### src/rtl/inta_sequencer_pkg.sv
// Shared constants and helpers for the 8259 acknowledge sequencer.
// FSM encodings are plain localparams so legacy tools can consume them.
package inta_sequencer_pkg;

  localparam int unsigned NUM_IR = 8;
  localparam logic [2:0] SPURIOUS_LEVEL = 3'd7;

  localparam logic [2:0] StIdle    = 3'd0;
  localparam logic [2:0] StIntPend = 3'd1;
  localparam logic [2:0] StAck1    = 3'd2;
  localparam logic [2:0] StWait2   = 3'd3;
  localparam logic [2:0] StAck2    = 3'd4;

  // Lowest set bit wins if the input is not strictly one-hot.
  function automatic logic [2:0] onehot_to_idx(input logic [NUM_IR-1:0] oh);
    logic [2:0] idx;
    idx = '0;
    for (int i = NUM_IR - 1; i >= 0; i--) begin
      if (oh[i]) idx = 3'(i);
    end
    return idx;
  endfunction

  function automatic logic [NUM_IR-1:0] idx_to_onehot(input logic [2:0] idx);
    logic [NUM_IR-1:0] oh;
    oh = '0;
    oh[idx] = 1'b1;
    return oh;
  endfunction

endpackage

### src/rtl/inta_sequencer_if.sv
// CPU-side INT/INTA/data bus between the 8259 sequencer and the processor.
interface inta_sequencer_if;
  import inta_sequencer_pkg::*;

  logic              inta_n;
  logic              int_out;
  logic [NUM_IR-1:0] data_out;
  logic              data_oe;

  modport master (
    output inta_n,
    input  int_out,
    input  data_out,
    input  data_oe
  );

  modport slave (
    input  inta_n,
    output int_out,
    output data_out,
    output data_oe
  );
endinterface

### src/rtl/inta_sequencer_isr_highest_finder.sv
// Finds the highest-priority set ISR bit under rotating priority; the level
// after priority_rotate_i is the highest and the scan wraps around.
module isr_highest_finder
  import inta_sequencer_pkg::*;
(
  input  logic [NUM_IR-1:0] isr_i,
  input  logic [2:0]        priority_rotate_i,
  output logic [NUM_IR-1:0] highest_o
);

  logic       found;
  logic [2:0] idx;

  always_comb begin
    highest_o = '0;
    found     = 1'b0;
    idx       = '0;
    for (int i = 0; i < NUM_IR; i++) begin
      idx = priority_rotate_i + 3'd1 + 3'(i);
      if (!found && isr_i[idx]) begin
        highest_o[idx] = 1'b1;
        found          = 1'b1;
      end
    end
  end

endmodule

### src/rtl/inta_sequencer.sv
// 8086-mode INTA responder: raises INT, runs the two-pulse acknowledge,
// maintains the ISR (including EOI / auto-EOI) and drives the vector byte.
module inta_sequencer
  import inta_sequencer_pkg::*;
(
  input  logic              clk,
  input  logic              rst_n,
  input  logic [NUM_IR-1:0] interrupt,
  input  logic [2:0]        priority_rotate,
  input  logic [4:0]        vector_base,
  input  logic              auto_eoi,
  input  logic              eoi_valid,
  input  logic              eoi_specific,
  input  logic [2:0]        eoi_level,
  output logic [NUM_IR-1:0] isr,
  output logic [NUM_IR-1:0] clear_irr,
  output logic              freeze,
  inta_sequencer_if.slave   cpu
);

  logic [2:0]        state_q, state_d;
  logic [2:0]        ack_level_q, ack_level_d;
  logic              spurious_q, spurious_d;
  logic              inta_q;
  logic              int_out_q, int_out_d;
  logic              freeze_q, freeze_d;
  logic              data_oe_q, data_oe_d;
  logic [NUM_IR-1:0] data_out_q, data_out_d;
  logic [NUM_IR-1:0] clear_irr_q, clear_irr_d;
  logic [NUM_IR-1:0] isr_q, isr_d;

  logic              fall, rise;
  logic [NUM_IR-1:0] isr_set, aeoi_clr, eoi_clr, highest;

  assign fall = inta_q & ~cpu.inta_n;
  assign rise = ~inta_q & cpu.inta_n;

  isr_highest_finder u_finder (
    .isr_i             (isr_q),
    .priority_rotate_i (priority_rotate),
    .highest_o         (highest)
  );

  always_comb begin
    state_d     = state_q;
    ack_level_d = ack_level_q;
    spurious_d  = spurious_q;
    int_out_d   = int_out_q;
    freeze_d    = freeze_q;
    data_oe_d   = data_oe_q;
    data_out_d  = data_out_q;
    clear_irr_d = '0;
    isr_set     = '0;
    aeoi_clr    = '0;

    unique case (state_q)
      StIdle: begin
        int_out_d = 1'b0;
        if (interrupt != '0) begin
          state_d   = StIntPend;
          int_out_d = 1'b1;
        end
      end
      StIntPend: begin
        if (fall) begin
          state_d   = StAck1;
          freeze_d  = 1'b1;
          int_out_d = 1'b0;
          if (interrupt != '0) begin
            ack_level_d = onehot_to_idx(interrupt);
            spurious_d  = 1'b0;
            isr_set     = idx_to_onehot(ack_level_d);
            clear_irr_d = isr_set;
          end else begin
            // Request vanished on the acknowledge edge: answer with level 7.
            ack_level_d = SPURIOUS_LEVEL;
            spurious_d  = 1'b1;
          end
        end else if (interrupt == '0) begin
          state_d   = StIdle;
          int_out_d = 1'b0;
        end
      end
      StAck1: begin
        data_oe_d = 1'b0;
        if (rise) state_d = StWait2;
      end
      StWait2: begin
        if (fall) begin
          state_d    = StAck2;
          data_oe_d  = 1'b1;
          data_out_d = {vector_base, ack_level_q};
        end
      end
      StAck2: begin
        if (rise) begin
          state_d    = StIdle;
          data_oe_d  = 1'b0;
          data_out_d = '0;
          freeze_d   = 1'b0;
          if (auto_eoi && !spurious_q) aeoi_clr = idx_to_onehot(ack_level_q);
        end
      end
      default: begin
        state_d   = StIdle;
        int_out_d = 1'b0;
        freeze_d  = 1'b0;
        data_oe_d = 1'b0;
      end
    endcase
  end

  always_comb begin
    eoi_clr = '0;
    if (eoi_valid) eoi_clr = eoi_specific ? idx_to_onehot(eoi_level) : highest;
    // Applying the set last lets an acknowledge win over a same-bit EOI.
    isr_d = (isr_q & ~eoi_clr & ~aeoi_clr) | isr_set;
  end

  always_ff @(posedge clk or negedge rst_n) begin
    if (!rst_n) begin
      state_q     <= StIdle;
      ack_level_q <= '0;
      spurious_q  <= 1'b0;
      inta_q      <= 1'b1;
      int_out_q   <= 1'b0;
      freeze_q    <= 1'b0;
      data_oe_q   <= 1'b0;
      data_out_q  <= '0;
      clear_irr_q <= '0;
      isr_q       <= '0;
    end else begin
      state_q     <= state_d;
      ack_level_q <= ack_level_d;
      spurious_q  <= spurious_d;
      inta_q      <= cpu.inta_n;
      int_out_q   <= int_out_d;
      freeze_q    <= freeze_d;
      data_oe_q   <= data_oe_d;
      data_out_q  <= data_out_d;
      clear_irr_q <= clear_irr_d;
      isr_q       <= isr_d;
    end
  end

  assign isr          = isr_q;
  assign clear_irr    = clear_irr_q;
  assign freeze       = freeze_q;
  assign cpu.int_out  = int_out_q;
  assign cpu.data_oe  = data_oe_q;
  assign cpu.data_out = data_out_q;

endmodule

### src/flat_wrapper.sv
// flat-port wrapper written by rule: the top's interface ports become plain ports
module inta_sequencer_flat import inta_sequencer_pkg::*;
  (clk, rst_n, interrupt, priority_rotate, vector_base, auto_eoi, eoi_valid, eoi_specific, eoi_level, isr, clear_irr, freeze, cpu_inta_n, cpu_int_out, cpu_data_out, cpu_data_oe);
  inta_sequencer_if cpu_i ();
  input  logic clk;
  input  logic rst_n;
  input  logic [NUM_IR-1:0] interrupt;
  input  logic [2:0] priority_rotate;
  input  logic [4:0] vector_base;
  input  logic auto_eoi;
  input  logic eoi_valid;
  input  logic eoi_specific;
  input  logic [2:0] eoi_level;
  output logic [NUM_IR-1:0] isr;
  output logic [NUM_IR-1:0] clear_irr;
  output logic freeze;
  input wire logic [$bits(cpu_i.inta_n)-1:0] cpu_inta_n;
  output wire logic [$bits(cpu_i.int_out)-1:0] cpu_int_out;
  output wire logic [$bits(cpu_i.data_out)-1:0] cpu_data_out;
  output wire logic [$bits(cpu_i.data_oe)-1:0] cpu_data_oe;
  assign cpu_i.inta_n = cpu_inta_n;
  assign cpu_int_out = cpu_i.int_out;
  assign cpu_data_out = cpu_i.data_out;
  assign cpu_data_oe = cpu_i.data_oe;
  inta_sequencer u_core (.clk(clk), .rst_n(rst_n), .interrupt(interrupt), .priority_rotate(priority_rotate), .vector_base(vector_base), .auto_eoi(auto_eoi), .eoi_valid(eoi_valid), .eoi_specific(eoi_specific), .eoi_level(eoi_level), .isr(isr), .clear_irr(clear_irr), .freeze(freeze), .cpu(cpu_i));
endmodule
### config.mk
export PLATFORM = sky130hd
export DESIGN_NAME = inta_sequencer_flat
export DESIGN_NICKNAME = d
export VERILOG_FILES = /design/src/rtl/inta_sequencer_pkg.sv /design/src/rtl/inta_sequencer_if.sv /design/src/rtl/inta_sequencer_isr_highest_finder.sv /design/src/rtl/inta_sequencer.sv /design/src/flat_wrapper.sv
export SDC_FILE = /design/constraint.sdc
export NUM_CORES = 1
export LEC_CHECK = 0
export ABC_AREA = 1
export CAP_MARGIN = 40
export CORE_UTILIZATION = 49
export CTS_BUF_LIST = sky130_fd_sc_hd__clkbuf_8 sky130_fd_sc_hd__clkbuf_16
export DETAILED_ROUTE_END_ITERATION = 10
export PLACE_DENSITY = 0.83
export SLEW_MARGIN = 20
export SYNTH_ARGS = -nofsm -noshare
export SYNTH_HDL_FRONTEND = slang
export SYNTH_SLANG_ARGS = --single-unit
### constraint.sdc
create_clock -name clk -period 1.7 [get_ports clk]
set_input_delay 0.17 -clock clk [delete_from_list [all_inputs] [get_ports clk]]
set_output_delay 0.17 -clock clk [all_outputs]
set_load 0.1 [all_outputs]
== Word level (Yosys, flattened, before mapping) ==
Cells that the tools add are included.
Widths: inputs -> output; s select.
Operators by class
  $add $sub $neg: 8
  shift-type cells: 0
  magnitude comparators: 22
  reductions and logical operators: 40
  divide/modulo/power cells: 0
  multiplexer cells: 92
  equality and inequality tests: 10
  bitwise gates (word level): 19
  multiply operators: 0
Operator list (count)
  $mux 8: 18
  $or 8x8->8: 8
  $mux 3: 18
  $lt 3x4->1 const B: 11
  $demux 1 s3: 11
  $ge 3x1->1 const B: 11
  $mux 1: 32
  $bmux 1 s3: 8
  $logic_and 1x1->1: 19
  $and 8x8->8: 2
  $not 8->8: 2
  $pmux 8 s2: 1
  $pmux 3 s5: 1
  $add 3x3->3 const B: 4
  $ne 2x1->1 const B: 5
  $pmux 1 s3: 3
  $reduce_and 3->1: 3
  $logic_not 1->1: 8
  $logic_not 8->1: 1
  $reduce_bool 8->1: 1
  $add 3x1->3 const B: 2
  $add 3x2->3 const B: 2
  $eq 3x2->1 const B: 2
  $reduce_or 3->1: 2
  other kinds (10): 16
Storage, ports and cells
  word-level logic and storage cells: 201
  ROM bits: 0
  output and inout bits: 27
  RAM bits: 0
  bits in latches: 0
  register bits: 35
  memories kept: 0

== Logic depth before layout (Yosys ltp) ==
  word-level depth: 31
  gate-level depth with buffers: 21
  depth with buffers taken out: 18

== Cells and area by module ==
From an unflattened synthesis, not the netlist that was laid out.
Unflattened totals
  cell total of the unflattened synthesis: 530
  area, all modules: 3225.6 um^2
By module, submodules not included
  inta_sequencer: area each 1831.8 um^2, cells an instance 236, sequential area each 877.1 um^2, instances 1
  isr_highest_finder: area each 1393.8 um^2, cells an instance 294, sequential area each 0.0 um^2, instances 1

== Worst setup path after synthesis ==
Ideal clock, no wire load.
  path kind: input-to-reg
  from: in priority_rotate[0]
  to: reg u_core.isr_q[1] (netlist: u_core.isr[1])
  data required time: 1583 ps
  arrival: 2387 ps
  library setup time: 117 ps
  stages: 19
  slack: -803 ps
  cells stage by stage: buf_6 -> inv_4 -> buf_12 -> buf_6 -> ha_1 -> inv_2 -> buf_2 -> nand3_1 -> nand2_1 -> nand2_1 -> nand2_4 -> nand3_4 -> nor3_4 -> buf_6 -> nand4_1 -> nand3_1 -> nand2_1 -> nand2_1 -> nand2_1
Between the ends
  word-level cells in the longest chain between the ends: 31
Ends and longest elaborated chain
  from (decl): line flat_wrapper.sv:8  | input logic [2:0] priority_rotate;
  $add 3x1->3 *: line inta_sequencer_isr_highest_finder.sv:19  | idx = priority_rotate_i + 3'd1 + 3'(i);
  branches (longest 23 deep; another with $lt 3x4->1)
  $mux 8 *: line inta_sequencer_isr_highest_finder.sv:20  | if (!found && isr_i[idx]) begin
  $mux 8 * (2 in series): line inta_sequencer.sv:115  | if (eoi_valid) eoi_clr = eoi_specific ? idx_to_onehot(eoi_level) : highest;
  $not 8->8 *: line inta_sequencer.sv:117  | isr_d = (isr_q & ~eoi_clr & ~aeoi_clr) | isr_set;
  $and 8x8->8 * (2 in series): line inta_sequencer.sv:117
  $or 8x8->8 *: line inta_sequencer.sv:117
  named net u_core.isr_d[1]: line inta_sequencer.sv:30  | logic [NUM_IR-1:0] isr_q, isr_d;
  to (signal assigned): line inta_sequencer.sv:142  | isr_q <= isr_d;
  to (decl): line inta_sequencer.sv:30
Mark *: on every way through the listed nets, which the timed path passes. The select of a mux whose other input is x is not followed.
A chain may end at the register's enable or synchronous reset.

== Worst setup path after layout ==
  from: reg u_core.isr_q[4] (netlist: u_core.isr[4])
  to: reg u_core.isr_q[4] (netlist: u_core.isr[4])
Between the ends
  word-level cells in the longest chain between the ends: 30
Ends and longest elaborated chain (line)
  $bmux 1 s3: inta_sequencer_isr_highest_finder.sv:20
  $mux 1 (implied by the code): inta_sequencer_isr_highest_finder.sv:20
  $mux 1: inta_sequencer_isr_highest_finder.sv:20
  $logic_not 1->1: inta_sequencer_isr_highest_finder.sv:20
  $logic_and 1x1->1: inta_sequencer_isr_highest_finder.sv:20
  $mux 1: inta_sequencer_isr_highest_finder.sv:20
  $logic_not 1->1: inta_sequencer_isr_highest_finder.sv:20
  $logic_and 1x1->1: inta_sequencer_isr_highest_finder.sv:20
  (+13 left out)
  $logic_not 1->1: inta_sequencer_isr_highest_finder.sv:20
  $logic_and 1x1->1: inta_sequencer_isr_highest_finder.sv:20
  $mux 8: inta_sequencer_isr_highest_finder.sv:20
  $mux 8 (2 in series): inta_sequencer.sv:115
  $not 8->8: inta_sequencer.sv:117
  $and 8x8->8 * (2 in series): inta_sequencer.sv:117
  $or 8x8->8 *: inta_sequencer.sv:117
  named net u_core.isr_d[4]: inta_sequencer.sv:30
Mark *: on every way through the listed nets, which the timed path passes. The rest lies on a longest branch. The select of a mux whose other input is x is not followed.

==> run metrics <==
Leakage Power 2.694 nW; final instance area between 5000 and 6000 µm²; number of CTS-inserted buffers 5; Max Fclk ~470 MHz; multi-input logic area 2286 µm²; largest family of logic cells by synthesized area simple AND/OR/NAND/NOR gates; Seq cells post-synth 35; initial core utilization 50.71%; worst hold path class primary input to asynchronous set/reset pin; Placed Cells roughly 750; final period utilization 126.1%; Final ANT Viol Nets 0; Final Setup Violations 11; H-Tree Depth 2; FILL cells 353; worst-case clock buffer depth 2; Root Buffer clkbuf_8; ANT cells 0; CTS tree done; final max-slew violation count 0; register area share after synthesis between 20% and 30%; Die X 82.84 µm; largest net degree at the start of global routing 36; die area 6862 µm²; cell area after synthesis roughly 3200 µm²; area delta synth->final 65.85%; final WL about 14 mm; Core Region 6314 µm²; fin crit period 2.144 ns; clk sink count 35; Tot Pwr 0.005991 W; first-pass GRT wire length 20.81 mm; Clk pin slew, worst setup/hold paths 0.09 ns; Placement Setup Slack -1.041 ns; Fin Hold WS 0.2874 ns; status finished, violations left; GP Congestion 0.9590; Max Cap Viol 0; hold_buf cts 0; Clock Latency Late Sink 0.30 ns; Yosys cell types 36; Mapped Nets 560; per-cell routed wire length ~18 µm; synth warn 0; average cell area after synthesis 6.007 µm²; Synth Area in Adders less than 1%; Setup CP Type flop to flop; layout cells sized above 1 a little over two fifths; endpoint type of the worst setup path flop; DRC Markers 0; DIE HEIGHT between 80 and 90 µm; Final HPWL DP 9.223 mm; Max IR drop VDD 1503 µV; GRT Overall Usage a little under two fifths; final number of hold-violating endpoints 0; Initial DRC Count between 600 and 700; total global routing overflow 0; Via density 5.900; drt pass-1 iters 8; I/O Buffers between 50 and 60; initial antenna violation count 0; Power Density 1128 nW/µm²; DP Area 4609 µm²; post-synthesis mux area share 0%; Setup Skew ~0.0071 ns; layout net count 738; Via Count 4655; worst setup margin -0.4439 ns; Startpoint Class flop; xor/xnor share of the synthesized area 0%; I/O pin cnt 52; max_slew headroom 68.61%; RSZ-0062 raised after global routing true; worst path required time slightly below 2 ns; post-synthesis simple-gate area fraction a little under 50%; Layout Cells excl Fill 789; sequential cell area 887.1 µm²; worst-margin pin slew between 0.4 and 0.5 ns; Gate Count Post-Synth 533; largest fanout on the critical path 6; # rows 29; vias in the first global route between 4000 and 5000; Synth Area in Compound Gates 9.457%; WP data arrival 2.37 ns; failing checks setup timing
final timing paths:
| kind | from | end | slack [ns] | cells after the start |
|---|---|---|---|---|
| worst max-delay path | u_core.isr[4]$_DFF_PN0_ | u_core.isr[4]$_DFF_PN0_ | -0.44 | 18 |
| worst min-delay path | rst_n | u_core.cpu.data_out[4]$_DFFE_PN0P_ | 0.29 | 2 |
| worst max register to register | u_core.isr[4]$_DFF_PN0_ | u_core.isr[4]$_DFF_PN0_ | -0.44 | 18 |
| worst min register to register | u_core.cpu.int_out$_DFFE_PN0P_ | u_core.cpu.int_out$_DFFE_PN0P_ | 0.51 | 2 |
| max in group asynchronous | rst_n | u_core.isr[1]$_DFF_PN0_ | 1.04 | 2 |
| min in group clk | cpu_inta_n | u_core.inta_q$_DFF_PN1_ | 0.35 | 1 |
cell usage after synthesis:
master      n  area (µm²)
inv_8       1       11.26
o21bai_1    1       7.510
a31oi_1     1       6.260
nand4_1    26       162.7
buf_4       1       7.510
ha_1        2       25.02
nand3_1    63       315.3
clkbuf_1    1       3.750
a22oi_1     2       15.01
buf_12      1       20.02
buf_6       3       33.78
inv_1      84       315.3
inv_4       1       6.260
nand2_2    15       93.84
o311ai_0    1       8.760
o22ai_1     3       18.77
nor4_1      1       6.260
a21oi_1    26       130.1
nor3_1      9       45.04
o21ai_0    10       50.05
nor2_4      1       11.26
nand3_2     3       30.03
inv_2       3       11.26
nor2_2      1       6.260
nand2_1   141       529.3
nand3_4     1       17.52
a211oi_2    1       12.51
o21ai_1     4       20.02
nor2_1     80       300.3
dfrtp_1    34       850.8
nand2_4     3       33.78
buf_2       4       20.02
dfstp_2     1       26.28
o21ai_2     2       17.52
nor3_4      1       16.27
o21ai_4     1       16.27
power by group:
group / internal, W / switching, W
Combinational: 0.00129 / 0.00263
Clock: 0.000437 / 0.000355
Sequential: 0.00107 / 0.000212
cells in the final DEF, fill, tap and decap left out, drive strengths merged, types with 3 or more instances in the layout:
cell and instances:
a21oi 26, buf 158, clkbuf 5, clkdlybuf4s50 21
dfrtp 34, inv 89, nand2 160, nand3 67
nand4 26, nor2 82, nor3 10, o21ai 17
o22ai 3
layer usage:
metal	vias to the layer above	GRT usage, %	part of all wire (%)
met5	-	0	0
met1	2128	44.56	36
met4	0	17.55	6.5
met2	342	64.83	49
met3	113	6.064	8.8
li1	2072	-	-
registers in the layout, indices dropped and copies added, names as in the netlist:
| name | count |
|---|---|
| u_core.cpu.int_out | 1 |
| u_core.state_q | 3 |
| u_core.clear_irr | 8 |
| u_core.ack_level_q | 3 |
| u_core.inta_q | 1 |
| u_core.spurious_q | 1 |
| u_core.freeze | 1 |
| u_core.cpu.data_oe | 1 |
| u_core.isr | 8 |
| u_core.cpu.data_out | 8 |
final cells by class:
| cell class | instances | area share, % |
|---|---|---|
| multi-input cells | 400 | 43.05 |
| inverters | 89 | 6.574 |
| flip-flops and latches | 35 | 16.71 |
| clock buffers | 5 | 1.296 |
| clock inverters | 3 | 0.8247 |
| well taps | 77 | 1.814 |
| repair buffers | 180 | 29.74 |
worst max-delay path, stage by stage (launching register included):
cell and delay [ns]:
dfrtp_2 0.45, inv_2 0.09, buf_4 0.11, buf_4 0.09, nand2_1 0.08, nand3_1 0.11, nand2_1 0.07, nand2_1 0.07
nand2_2 0.08, nand3_4 0.10, buf_6 0.11, nor2_1 0.04, nor2_2 0.13, nand3_2 0.11, nor2_4 0.14, nand3_1 0.11
nand2_1 0.07, nand2_1 0.04, nand2_1 0.07
through the flow:
step	utilization [%]	setup TNS, ns
2_1_floorplan	-	-4.498
3_3_place_gp	73.01	-7.910
3_5_place_dp	73.01	-8.576
4_1_cts	79.79	-2.289
5_1_grt	84.11	-5.223
6_report	84.11	-3.329
logic make-up after synthesis:
logic type	count (synthesis)
flip-flops	35
adder cells (fa/ha/maj)	2
AND/OR/NAND/NOR	345
buffers and inverters	99
AO/OA/AOI/OAI	52
timing repair:
action                                 4_1_cts  5_1_grt
gates cloned                                 2        1
gates resized for setup                     63       74
setup endpoints to repair                    8       29
pin swaps                                   34       55
endpoints found under the hold margin        0        0
buffers inserted                            14       14
Note: power is estimated with default switching activity, not from simulation.
